[config.mk]
export PLATFORM = sky130hd
export DESIGN_NAME = mc_datapath_gen
export DESIGN_NICKNAME = d
export VERILOG_FILES = /design/src/rtl/mc_datapath_gen.sv
export SDC_FILE = /design/constraint.sdc
export NUM_CORES = 2
export LEC_CHECK = 0
export CAP_MARGIN = 25
export CORE_UTILIZATION = 60
export CTS_BUF_LIST = sky130_fd_sc_hd__clkbuf_16
export CTS_CLUSTER_DIAMETER = 40
export DETAILED_ROUTE_END_ITERATION = 16
export PLACE_DENSITY_LB_ADDON = 0.3
export SYNTH_ARGS = -nofsm -noshare
export SYNTH_HDL_FRONTEND = slang
export SYNTH_SLANG_ARGS = --single-unit
[constraint.sdc]
create_clock -name clk -period 17.3 [get_ports clk]
set_clock_uncertainty 0.1 [all_clocks]
set_input_delay 3.46 -clock clk [delete_from_list [all_inputs] [get_ports clk]]
set_output_delay 3.46 -clock clk [all_outputs]
set_load 0.03 [all_outputs]
[src/rtl/mc_datapath_gen.sv]
// mc_datapath_gen: parametrised multicycle datapath with stall handshake, NZCV flag register and 5-op ALU
module mc_datapath_gen #(
  parameter int WIDTH = 32,
  parameter int NREGS = 16,
  parameter logic [WIDTH-1:0] PC_STEP = WIDTH'(4),
  parameter logic [WIDTH-1:0] RESET_PC = '0
) (
  input  logic             clk,
  input  logic             reset,
  input  logic             MemReady,
  input  logic [WIDTH-1:0] ReadData,
  output logic [WIDTH-1:0] Adr,
  output logic [WIDTH-1:0] WriteData,
  output logic [WIDTH-1:0] Instr,
  output logic [3:0]       ALUFlags,
  output logic [3:0]       Flags,
  input  logic             PCWrite,
  input  logic             IRWrite,
  input  logic             RegWrite,
  input  logic [1:0]       FlagWrite,
  input  logic             AdrSrc,
  input  logic [1:0]       RegSrc,
  input  logic [1:0]       ALUSrcA,
  input  logic [1:0]       ALUSrcB,
  input  logic [1:0]       ResultSrc,
  input  logic [1:0]       ImmSrc,
  input  logic [2:0]       ALUControl
);
  localparam int AW = $clog2(NREGS);
  localparam logic [AW-1:0] LAST = AW'(NREGS - 1);
  logic [WIDTH-1:0] pc, ir, data, a, wd, alu_out;
  logic [3:0] flags;
  logic [WIDTH-1:0] rf [NREGS];
  logic [AW-1:0] ra1, ra2, wa;
  logic [WIDTH-1:0] rd1, rd2, ext_imm, src_a, src_b, b_eff, alu_res, result;
  logic [WIDTH:0] sum;
  logic sub, arith, ovf;
  // Register-file addressing, PC-alias reads and operand selection
  always_comb begin
    ra1 = RegSrc[0] ? LAST : ir[16 +: AW];
    ra2 = RegSrc[1] ? ir[12 +: AW] : ir[0 +: AW];
    wa = ir[12 +: AW];
    rd1 = (ra1 == LAST) ? pc + PC_STEP : rf[ra1];
    rd2 = (ra2 == LAST) ? pc + PC_STEP : rf[ra2];
    ext_imm = ImmSrc == 2'b00 ? {{(WIDTH-8){1'b0}}, ir[7:0]} :
              ImmSrc == 2'b01 ? {{(WIDTH-12){1'b0}}, ir[11:0]} :
              ImmSrc == 2'b10 ? {{(WIDTH-26){ir[23]}}, ir[23:0], 2'b00} : '0;
    src_a = ALUSrcA[1] ? '0 : ALUSrcA[0] ? pc : a;
    src_b = ALUSrcB == 2'b00 ? wd : ALUSrcB == 2'b01 ? ext_imm :
            ALUSrcB == 2'b10 ? PC_STEP : '0;
  end
  // ALU: SUB is A + ~B + 1 so carry out means "no borrow"
  always_comb begin
    sub = ALUControl == 3'b001;
    arith = ALUControl[2:1] == 2'b00;
    b_eff = sub ? ~src_b : src_b;
    sum = {1'b0, src_a} + {1'b0, b_eff} + {{WIDTH{1'b0}}, sub};
    ovf = (src_a[WIDTH-1] == b_eff[WIDTH-1]) && (sum[WIDTH-1] != src_a[WIDTH-1]);
    alu_res = arith ? sum[WIDTH-1:0] :
              ALUControl == 3'b010 ? src_a & src_b :
              ALUControl == 3'b011 ? src_a | src_b :
              ALUControl == 3'b100 ? src_a ^ src_b : '0;
    ALUFlags = {alu_res[WIDTH-1], alu_res == '0, arith & sum[WIDTH], arith & ovf};
    result = ResultSrc[1] ? alu_res : ResultSrc[0] ? data : alu_out;
    Adr = AdrSrc ? result : pc;
  end
  assign Instr = ir;
  assign WriteData = wd;
  assign Flags = flags;
  // Architectural and pipeline registers; a low MemReady freezes everything
  always_ff @(posedge clk or negedge reset) begin
    if (!reset) begin
      pc <= RESET_PC;
      ir <= '0;
      data <= '0;
      a <= '0;
      wd <= '0;
      alu_out <= '0;
      flags <= '0;
    end else if (MemReady) begin
      data <= ReadData;
      a <= rd1;
      wd <= rd2;
      alu_out <= alu_res;
      if (PCWrite) pc <= result;
      if (IRWrite) ir <= ReadData;
      if (FlagWrite[1]) flags[3:2] <= ALUFlags[3:2];
      if (FlagWrite[0]) flags[1:0] <= ALUFlags[1:0];
    end
  end
  // Register file; the PC-alias slot is never written
  always_ff @(posedge clk or negedge reset) begin
    if (!reset) begin
      for (int i = 0; i < NREGS; i++) rf[i] <= '0;
    end else if (MemReady && RegWrite && wa != LAST) begin
      rf[wa] <= result;
    end
  end
endmodule

* Word level (Yosys, flattened, before mapping)
Cells that the tools add are included.
** Storage, ports and cells
- Register bits :: 708
- Bits of input ports :: 54
- Output and inout bits :: 104
- Word-level logic and storage cells :: 94
** Operators by class
- Add/sub/neg operators :: 3
- Order comparisons :: 4
- Equal/unequal tests :: 13
- Multiplexer cells :: 29
- Bitwise logic cells :: 9
- Reduce and logical (&&, ||, !) cells :: 12
** Operators with widths (number)
- $mux 32 :: 22
- $bwmux 512 :: 1
- $bmux 32 s4 :: 2
- $demux 32 s4 :: 1
- $add 32x32->33 :: 1
- $add 33x1->33 :: 1
- $add 32x3->32 const B :: 1
- $and 32x32->32 :: 1
- $logic_not 32->1 :: 1
- $not 32->32 :: 1
- $or 32x32->32 :: 1
- $xor 32x32->32 :: 1
- $ge 5x5->1 const B :: 3
- $not 4->5 :: 3
- $eq 4x4->1 const B :: 2
- $mux 4 :: 2
- $reduce_and 2->1 :: 4
- $eq 3x2->1 const B :: 2
- $logic_not 2->1 :: 3
- $lt 5x1->1 const B :: 1
- $eq 2x1->1 const B :: 2
- $eq 2x2->1 const B :: 2
- $logic_and 1x1->1 :: 4
- $ne 4x4->1 const B :: 1
- 6 further kinds :: 7

* Logic depth before layout (Yosys ltp)
- Word-level depth :: 13
- Mapped depth :: 20
- Mapped depth without buffers :: 15

* Worst setup path after synthesis
No wires, ideal clock.
- Kind :: in2out
- Start point :: in ALUControl[2]
- End point :: out Adr[23]
- Arrival time :: 7.984 ns
- Data required time :: 13.740 ns
- Path slack :: 5.756 ns
- Stages :: 20
- Buffers on the path :: 6
- Path through :: or2_1 -> clkbuf_1 -> clkbuf_1 -> clkbuf_1 -> nor2_1 -> buf_1 -> xnor2_1 -> ha_1 -> clkbuf_1 -> a21oi_1 -> o21ai_1 -> or4_1 -> a211o_1 -> a21oi_1 -> mux2i_1 -> nor2_1 -> nand2_1 -> o21ai_1 -> clkbuf_1 -> mux2i_1
** Between the ends
- Cells in the longest elaborated chain, start to end :: 7
- Elaborated cells on any way between the ends :: 14
- Those cells by class :: add/sub: 2; eq/ne: 4; mux: 7; reduce/logical: 1
** RTL lines
- start, declared :: line 27 : input logic [2:0] ALUControl
- $eq 3x1->1 or $eq 3x3->1 (tied branches) :: line 54, 62
- $mux 32 (on tied branches) :: line 56, 62
- $add 32x32->33 or $mux 32 (tied branches) :: line 57, 61
- $add 33x1->33 or $mux 32 (tied branches) :: line 57, 60
- $mux 32 * :: line 59 : alu_res = arith ? sum[WIDTH-1:0] :
- $mux 32 * :: line 64 : result = ResultSrc[1] ? alu_res : ResultSrc[0] ? data : alu_out;
- $mux 32 * :: line 65 : Adr = AdrSrc ? result : pc;
- end, declared :: line 12 : output logic [WIDTH-1:0] Adr,
Every way passes the cells marked *; elsewhere a longest branch is shown, timed or not.

* Worst setup path after layout
- Start point :: in ALUSrcB[0]
- End point :: out ALUFlags[2]
** Between the ends
- Cells in the longest elaborated chain, start to end :: 10
- Elaborated cells on any way between the ends :: 18
- Those cells by class :: add/sub: 2; eq/ne: 2; mux: 8; bitwise: 4; reduce/logical: 2
** RTL lines
- start, declared :: line 24 : input logic [1:0] ALUSrcB,
- $eq 2x2->1 :: line 50 : ALUSrcB == 2'b10 ? PC_STEP : '0;
- $mux 3 :: line 50
- $mux 32 :: line 49 : src_b = ALUSrcB == 2'b00 ? wd : ALUSrcB == 2'b01 ? ext_imm :
- $mux 32 * :: line 49
- $not 32->32 or $xor 32x32->32 (tied branches) :: line 56, 62
- $mux 32 (on tied branches) :: line 56, 62
- $add 32x32->33 or $mux 32 (tied branches) :: line 57, 61
- $add 33x1->33 or $mux 32 (tied branches) :: line 57, 60
- $mux 32 * :: line 59
- $logic_not 32->1 * :: line 63 : ALUFlags = {alu_res[WIDTH-1], alu_res == '0, arith & sum[WIDTH], arith & ovf};
- end, declared :: line 15 : output logic [3:0] ALUFlags,
Marks and branches as above.

==> metrics.md <==
| Metric | Value |
|---|---|
| Status | `finished, final reports clean` |
| Largest net degree at the start of global routing | `between 150 and 200` |
| Syn. warnings | `0` |
| Routed WL per cell | `25.1 um` |
| Pwr/cell area | `approximately 150 nW/um2` |
| Cell Int Power | `4.28 mW` |
| Slowest-stage cell, CP | `nor3b_1` |
| Die area | `between 60,000 and 70,000 um2` |
| CTS Hold Bufs | `0` |
| Fin. max-slew vios | `0` |
| Max incr delay on CP | `approximately 0.86 ns` |
| Top post-synthesis cells by area | `dfrtp_1, nand2_1, o21ai_0, mux2_2, mux2i_1` |
| Synth Instances | `4,727` |
| Core Rows | `94` |
| DP HPWL | `around 85 mm` |
| Top FF cell, synth | `dfrtp_1` |
| Crit. End Element | `primary output` |
| Gate power share | `29.7%` |
| Final WL | `140 mm` |
| Final hold slack | `0.278 ns` |
| Clock share of power | `32.6%` |
| Bufs and invs on worst path | `3` |
| Number of CTS-inserted buffers | `102` |
| CP arrival | `10.02 ns` |
| Switching Share | `between 30 and 40%` |
| Slew @ Worst Pin | `1.18 ns` |
| Synthesized area per cell | `between 8 and 9 um2` |
| Via count | `37,681` |
| Post-synth EDFFs | `0` |
| Initial DRT Pass Iterations | `9` |
| IO Port Bufs | `roughly 160` |
| IO Count | `158` |
| Starting Density | `61.2%` |
| Slew margin rel. | `between 20% and 30%` |
| Top cells by count, synth | `nand2_1, dfrtp_1, o21ai_0, clkbuf_1, nor2_1` |
| Nets | `4,811` |
| Synthesized Nets | `~5,000` |
| CTS tree | `done` |
| #FFs+latches synth | `approximately 700` |
| First-pass GRT wire length | `212 mm` |
| Top-count cell post-synth | `nand2_1` |
| Maximum clock path buffer count | `3` |
| Post-CTS setup repair buffer count | `0` |
| Setup TNS Final | `0 ns` |
| Die X | `262 um` |
| Cell accounting for the most synthesized area | `dfrtp_1` |
| Post-synthesis sequential area ratio | `43.2%` |
| Critical path required time | `13.74 ns` |
| Clock Latency Late Sink | `roughly 0.67 ns` |
| Remaining global-route overflow | `0` |
| Clk root buf | `clkbuf_16` |
| Area Growth Syn to Fin | `14.0%` |
| Htree depth | `3` |
| Placeable Area | `66,300 um2` |
| Crit-path most repeated cell | `clkdlybuf4s50_1` |
| Hold crit path type | `flop to flop` |
| Distinct cells, synth | `85` |
| Fmax | `around 74 MHz` |
| Die height | `262 um` |
| 1st-iter DRT viols | `5,136` |
| Vias in the first global route | `between 30,000 and 40,000` |
| Max-Cap Viols | `0` |
| Period utilisation layout | `78.5%` |
| Crit Path Class | `input port to primary output` |
| Initial antenna violation count | `3` |
| Final Hold Vio Count | `0` |
| GRT Total Usage | `40.6%` |
| ANT cells | `0` |
| Fin crit period | `13.58 ns` |
| Synth top area share | `about 43%` |
| Startpoint types | `input port` |
| Crit path max fanout | `8` |
| Net switching power | `2.49 mW` |
| Share of layout cells above drive strength 1 | `11.7%` |
| Critical path, cell by cell | `clkdlybuf4s50_1 > nor3b_1 > a22oi_1 > xnor2_1 > inv_1 > fa_1 > nand2b_1 > a211oi_1 > o21a_1 > o211ai_1 > o311a_1 > or4_1 > nor4_1 > nand4b_1 > nor4_2 > and4b_1 > clkdlybuf4s50_1` |
| Post-synth ARST share | `100%` |
| Final setup viols | `0` |
| DRC Markers | `0` |
| Peak supply drop | `0.0826 mV` |
| Mapped Area | `approximately 41,000 um2` |
| Vias per cell | `6.72` |
| Antenna Violating Nets Remaining | `0` |
| Clock Pin Slew Worst Setup and Hold Paths | `0.06 ns` |
| GPL Wtd Cong | `0.992` |
| Delay-heaviest family, CP | `simple AND/OR/NAND/NOR gates` |
| Clock sink total | `701` |
| CTS resizes | `0` |
| RSZ-0062 raised after global routing | `false` |
| Seq pwr share | `between 30 and 40%` |
| P_leak | `approximately 20 nW` |
final cells by class:
type	count	area, um2
Fill cell	5080	20100
Clock inverter	81	990
Inverter	126	473
Clock buffer	105	2630
Multi-Input combinational cell	3469	21100
Sequential cell	701	17500
Tap cell	864	1080
Timing Repair Buffer	258	2410
through the flow:
step / std cells / area [um2] / power [mW] / util [%] / setup WS [ns]
2_1_floorplan: 4727 / 40600 / 3.77 / - / 5.76
3_3_place_gp: 5411 / 42500 / 4.41 / 64.1 / 3.94
3_5_place_dp: 5415 / 42600 / 4.49 / 64.2 / 3.78
4_1_cts: 5601 / 46200 / 6.70 / 69.6 / 3.79
5_1_grt: 5604 / 46300 / 7.08 / 69.8 / 3.46
6_report: 5604 / 46300 / 6.77 / 69.8 / 3.72
logic make-up after synthesis:
group | share of synthesized area (%)
AOI/OAI and AO/OA | 19.2
xor gates and xnor gates | 1.60
adders and majority gates | 3.07
buffers and inverters | 5.17
DFF | 43.2
muxes | 10.3
and+or+nand+nor | 17.4
sequential cells by signal, indices dropped and copies added, names as in the netlist:
| register | flops |
|---|---|
| Instr | 32 |
| rf | 505 |
| a | 32 |
| data | 32 |
| WriteData | 32 |
| alu_out | 32 |
| Flags | 4 |
| pc | 32 |
path summary, 6_finish.rpt:
path | depth (start not counted) | from | to | slack (ns)
max in group asynchronous | 4 | reset | rf[254]$_DFFE_PN0P_ | 11.51
worst min register to register | 0 | rf[31]$_DFFE_PN0P_ | rf[31]$_DFFE_PN0P_ | 0.28
worst min-delay path | 0 | rf[31]$_DFFE_PN0P_ | rf[31]$_DFFE_PN0P_ | 0.28
worst max-delay path | 17 | ALUSrcB[0] | ALUFlags[2] | 3.72
worst max register to register | 14 | Instr[0]$_DFFE_PN0P_ | Flags[2]$_DFFE_PN0P_ | 12.11
min in group asynchronous | 1 | reset | rf[7]$_DFFE_PN0P_ | 2.75
per-layer routing:
| metal | vias to the layer above | wire length, um | track usage [%] |
|---|---|---|---|
| met4 | 2 | 6190 | 18.8 |
| met3 | 471 | 18400 | 10.8 |
| met2 | 2606 | 61600 | 60.9 |
| met5 | - | 19 | 0 |
| met1 | 18097 | 54200 | 55.1 |
| li1 | 16505 | - | - |
power groups by stage:
stage               sequential (mW)  clock, mW  combinational (mW)
finish                         2.55       2.21                2.01
global route                   2.60       2.29                2.19
CTS                            2.53       2.21                1.96
detailed placement             2.55          0                1.94
global placement               2.53          0                1.88
floorplan                      2.48          0                1.28
cells in the final DEF, fill, tap and decap left out, drive strengths merged, types with 7 or more instances in the layout:
cell type,instances
a221oi,13
or3,9
a21o,17
xnor2,70
nand3,166
mux2i,160
and2,7
o211ai,18
mux4,42
o21a,9
a222oi,12
nor4,11
clkdlybuf4s50,151
and3,60
nor2,178
a21oi,180
or2,38
o221ai,56
nand2b,13
clkinvlp,9
nand4,20
o22ai,67
nand2,1101
nor2b,9
mux2,146
inv,153
clkbuf,105
bufinv,19
dfrtp,701
a21boi,8
nor3,25
a31oi,41
a22oi,28
ha,98
o21ai,648
a211oi,42
clkinv,26
buf,107
a311oi,95
No activity file was read; power rests on OpenSTA's default activity.
